$ cat src/rtl/serial_operand_serializer.sv
// serial_operand_serializer: frames two parallel operands MSB-first
// for the serial magnitude comparator, with clear and done pulses.
module serial_operand_serializer #(
   parameter int WIDTH = 3
) (
   input  logic             clk,
   input  logic             reset,
   input  logic             start,
   input  logic [WIDTH-1:0] op_a,
   input  logic [WIDTH-1:0] op_b,
   output logic             a,
   output logic             b,
   output logic             bit_valid,
   output logic             cmp_clr,
   output logic             busy,
   output logic             done
);

   localparam int CW = $clog2(WIDTH) + 1;
   localparam logic [CW-1:0] CNT_INIT = CW'(WIDTH - 1);
   localparam logic [CW-1:0] CNT_ONE  = CW'(1);

   typedef enum logic [1:0] {
      S_IDLE,
      S_CLEAR,
      S_SHIFT,
      S_DONE
   } state_t;

   state_t           r_state;
   state_t           w_state;
   logic [WIDTH-1:0] r_sh_a;
   logic [WIDTH-1:0] r_sh_b;
   logic [WIDTH-1:0] w_sh_a;
   logic [WIDTH-1:0] w_sh_b;
   logic [CW-1:0]    r_cnt;
   logic [CW-1:0]    w_cnt;
   logic             r_a;
   logic             r_b;
   logic             r_bit_valid;
   logic             r_cmp_clr;
   logic             r_busy;
   logic             r_done;
   logic             w_a;
   logic             w_b;
   logic             w_bit_valid;
   logic             w_cmp_clr;
   logic             w_busy;
   logic             w_done;

   always_ff @(posedge clk) begin
      if (reset) begin
         r_state     <= S_IDLE;
         r_sh_a      <= '0;
         r_sh_b      <= '0;
         r_cnt       <= '0;
         r_a         <= 1'b0;
         r_b         <= 1'b0;
         r_bit_valid <= 1'b0;
         r_cmp_clr   <= 1'b0;
         r_busy      <= 1'b0;
         r_done      <= 1'b0;
      end else begin
         r_state     <= w_state;
         r_sh_a      <= w_sh_a;
         r_sh_b      <= w_sh_b;
         r_cnt       <= w_cnt;
         r_a         <= w_a;
         r_b         <= w_b;
         r_bit_valid <= w_bit_valid;
         r_cmp_clr   <= w_cmp_clr;
         r_busy      <= w_busy;
         r_done      <= w_done;
      end
   end

   // Outputs are computed here and registered, so every pin is a flop.
   always_comb begin
      w_state     = r_state;
      w_sh_a      = r_sh_a;
      w_sh_b      = r_sh_b;
      w_cnt       = r_cnt;
      w_a         = 1'b0;
      w_b         = 1'b0;
      w_bit_valid = 1'b0;
      w_cmp_clr   = 1'b0;
      w_busy      = r_busy;
      w_done      = 1'b0;
      unique case (r_state)
         S_IDLE: begin
            w_busy = 1'b0;
            if (start) begin
               w_sh_a    = op_a;
               w_sh_b    = op_b;
               w_cnt     = CNT_INIT;
               w_cmp_clr = 1'b1;
               w_busy    = 1'b1;
               w_state   = S_CLEAR;
            end
         end
         S_CLEAR: begin
            w_a         = r_sh_a[WIDTH-1];
            w_b         = r_sh_b[WIDTH-1];
            w_bit_valid = 1'b1;
            w_sh_a      = r_sh_a << 1;
            w_sh_b      = r_sh_b << 1;
            w_state     = S_SHIFT;
         end
         S_SHIFT: begin
            if (r_cnt != '0) begin
               w_cnt       = r_cnt - CNT_ONE;
               w_a         = r_sh_a[WIDTH-1];
               w_b         = r_sh_b[WIDTH-1];
               w_bit_valid = 1'b1;
               w_sh_a      = r_sh_a << 1;
               w_sh_b      = r_sh_b << 1;
            end else begin
               w_done  = 1'b1;
               w_state = S_DONE;
            end
         end
         S_DONE: begin
            w_busy  = 1'b0;
            w_state = S_IDLE;
         end
         default: begin
            w_busy  = 1'b0;
            w_state = S_IDLE;
         end
      endcase
   end

   assign a         = r_a;
   assign b         = r_b;
   assign bit_valid = r_bit_valid;
   assign cmp_clr   = r_cmp_clr;
   assign busy      = r_busy;
   assign done      = r_done;

endmodule
$ cat config.mk
export PLATFORM = sky130hd
export DESIGN_NAME = serial_operand_serializer
export DESIGN_NICKNAME = d
export VERILOG_FILES = /design/src/rtl/serial_operand_serializer.sv
export SDC_FILE = /design/constraint.sdc
export NUM_CORES = 1
export LEC_CHECK = 0
export BUFFER_PORTS_ARGS = -buffer_cell sky130_fd_sc_hd__buf_2
export CORE_MARGIN = 2
export CORE_UTILIZATION = 30
export DETAILED_ROUTE_END_ITERATION = 16
export PLACE_DENSITY = 0.57
export SYNTH_ARGS = -nofsm -noshare
export SYNTH_HDL_FRONTEND = slang
export SYNTH_SLANG_ARGS = --single-unit
$ cat constraint.sdc
create_clock -name clk -period 1.4 [get_ports clk]
set_input_delay 0.21 -clock clk [delete_from_list [all_inputs] [get_ports clk]]
set_output_delay 0.21 -clock clk [all_outputs]
set_load 0.005 [all_outputs]
==> results.yml <==
floorplanning:
  die-area_sq_mm: 0.00309
  die_w_microns: 55.6
  boundaryPins: 15
  rows: 18
  die_h_microns: 55.6
  core_sq_mm: 0.00250
  start_util_pct: 32.0
cts:
  tritoncts: "yes"
  clockRootBuffer: "clkbuf_4"
  ctsHoldBuffers: 0
  worst_skew_pair.late_latency_ns: 0.29
  cts_max_level: 1
  cts_max_path_buffers: 2
  clk_pin_slew_ns: 0.09
  clock-sinks: 17
  cts_inserted_buffers: 3
finish:
  final_cell_mix: "buf_4 (19), buf_2 (14), dfxtp_1 (13)"
  final_common_cell: "buf_4"
  drive_gt1_share_pct: 56.2
  multi_input_area_sq_um: 552
  seqCellArea_sq_um: 350
  post-route-util_pct: 48.8
  diodes: 0
  area_delta_synth_final_pct: 52.7
  fillers: 242
  fin_area_sq_mm: 0.00122
  finalNetCount: 137
timing:
  min_period_over_period_pct: 105
  finalHoldViolCount: 0
  slew_violations: 0
  relSlewSlack_pct: 78.2
  fmax_mhz: 683
  period_minus_slack_ns: 1.46
  rsz0062_at_grt: "yes"
  worstMarginPinSlew_ns: 0.327
  finalSetupViolations: 8
  skew_ns: 0.00450
  hold_slack_ns: 0.159
  layout_setup_ws_ns: -0.0635
detailed_routing:
  post_drt_wl_per_cell_microns: 11.6
  antenna_left: 0
  wl_microns: 1760
  via_per_inst: 4.56
  drc: 0
  dr.pass1.iters: 3
  num_vias: 688
  drt_iter0_markers: 11
place:
  place_congestion: 0.718
  portBuffers: 14
  dp_hpwl_microns: 1120
  placed_area_sq_mm: 0.00101
  dp_slack_ns: -0.153
power_and_ir_drop:
  peakVddDrop_mv: 1.20
  powerDensity_mw_per_mm2: 2230
  power_leakage_nw: 0.525
  finalPower_mw: 2.72
worst_setup_path:
  cp_top_family: "flip-flops"
  worstSetupPathType: "flop to flop"
  crit_path_cell_trace: "inv_4 -> ha_4 -> and2b_4 -> a211oi_4 -> buf_6 -> nor2_2 -> a211oi_2"
  worstPathArrival_ns: 1.68
  crit_buf_inv: 2
  critPathCaptureType: "flop"
  slowest_stage: "dfxtp_4"
  max_stage_delay_ns: 0.39
  required_ns: 1.62
  critPathLaunchType: "flop"
  cp_max_fo: 6
status:
  status: "finished with violations"
  violations: "negative setup slack"
worst_hold_path:
  hold_class: "input port to flop"
synth:
  synth-seq-cells: 17
  yosysWarnings: 0
  postSynthAreaPerCell_sq_um: 9.30
  syn_area_sq_um: 800
  syn_inst: 86
  syn_nets: 101
  synthDistinctLibCells: 25
  synth.yosys.seq_area_share_pct: 42.6
global_route:
  grt-ovfl-total: 0
  antenna_found_initial: 0
  grt_pass1_wl_microns: 3010
  grt_max_degree: 16
  grt_pass1_vias: 686
  grtUsageTotal_pct: 12.2
run:
  cap_viol_max_count: 0
==> sequential cells by signal, summed over array words and instances, names as in the netlist <==
register / count
cmp_clr: 1
done: 1
b: 1
busy: 1
r_state: 2
r_sh_b: 3
r_cnt: 3
bit_valid: 1
r_sh_a: 3
a: 1
==> path summary, 6_finish.rpt <==
path                            slack [ns]  cells after the start   endpoint  startpoint
worst min register to register        0.47                      1          b   r_sh_b[2]
worst max register to register       -0.06                      7  r_sh_b[1]  r_state[1]
worst max-delay path                 -0.06                      7  r_sh_b[1]  r_state[1]
worst min-delay path                  0.16                      3    cmp_clr       start
==> routing by layer <==
metal  vias up  GRT usage [%]  share of wire [%]
met3         2           5.35                4.9
met1       311           14.3                 45
li1        362              -                  -
met5         -              0                  0
met4         0           3.14               0.91
met2        13           20.4                 49
==> final cells by class <==
type	count	share of cell area, %
tap	30	3.07
multi-input combinational	61	45.2
inverter	4	1.64
sequential	17	28.7
clock buffer	4	2.15
timing repair buffer	35	19.3
==> cells by family after synthesis <==
family                   share of synthesized area (%)
adder cells (fa/ha/maj)                           9.39
AND/OR/NAND/NOR                                   22.5
AO/OA/AOI/OAI                                     14.2
multiplexers                                      6.26
buffers and inverters                             5.01
flip-flops                                        42.6
==> worst min-delay path, cell delays in order <==
cell and delay (ns):
buf_2 0.11, nand2_1 0.06, nor2_1 0.03
==> cells in the mapped netlist (all sizes together) <==
| cell type | count | area (sq um) |
|---|---|---|
| or2b | 1 | 7.51 |
| nor4b | 1 | 8.76 |
| clkbuf | 1 | 3.75 |
| a311oi | 1 | 8.76 |
| nor3b | 2 | 15.0 |
| and2 | 2 | 12.5 |
| nand2 | 4 | 15.0 |
| o21ai | 2 | 10.0 |
| dfxtp | 17 | 340 |
| or2 | 1 | 6.26 |
| nand2b | 3 | 18.8 |
| nor2 | 11 | 41.3 |
| nor2b | 2 | 15.0 |
| nor3 | 3 | 15.0 |
| a211oi | 5 | 50.1 |
| inv | 4 | 15.0 |
| ha | 6 | 75.1 |
| and2b | 1 | 10.0 |
| a21oi | 9 | 45.0 |
| mux2i | 5 | 50.1 |
| nand3b | 2 | 15.0 |
| buf | 3 | 21.3 |
==> metrics by stage <==
step           setup TNS [ns]  cells
2_1_floorplan               0     86
3_5_place_dp           -0.842    142
5_1_grt                 -1.17    151
4_1_cts                -0.527    150
3_3_place_gp           -0.434    142
6_report               -0.290    151
==> power by group <==
group	total, mW	leakage (nW)	switching [mW]	internal, mW
logic	1.71	0.369	0.753	0.962
clock network	0.259	0.0150	0.149	0.111
registers	0.748	0.141	0.102	0.646
total	2.72	0.525	1.00	1.72
==> what timing repair did <==
| item | in CTS | in global routing |
|---|---|---|
| buffers inserted | 4 | 2 |
| cloned | 1 | 0 |
| resized for setup | 24 | 14 |
| endpoints found under the setup margin | 13 | 14 |
| pin swaps | 15 | 9 |
No activity file was read; power rests on OpenSTA's default activity.
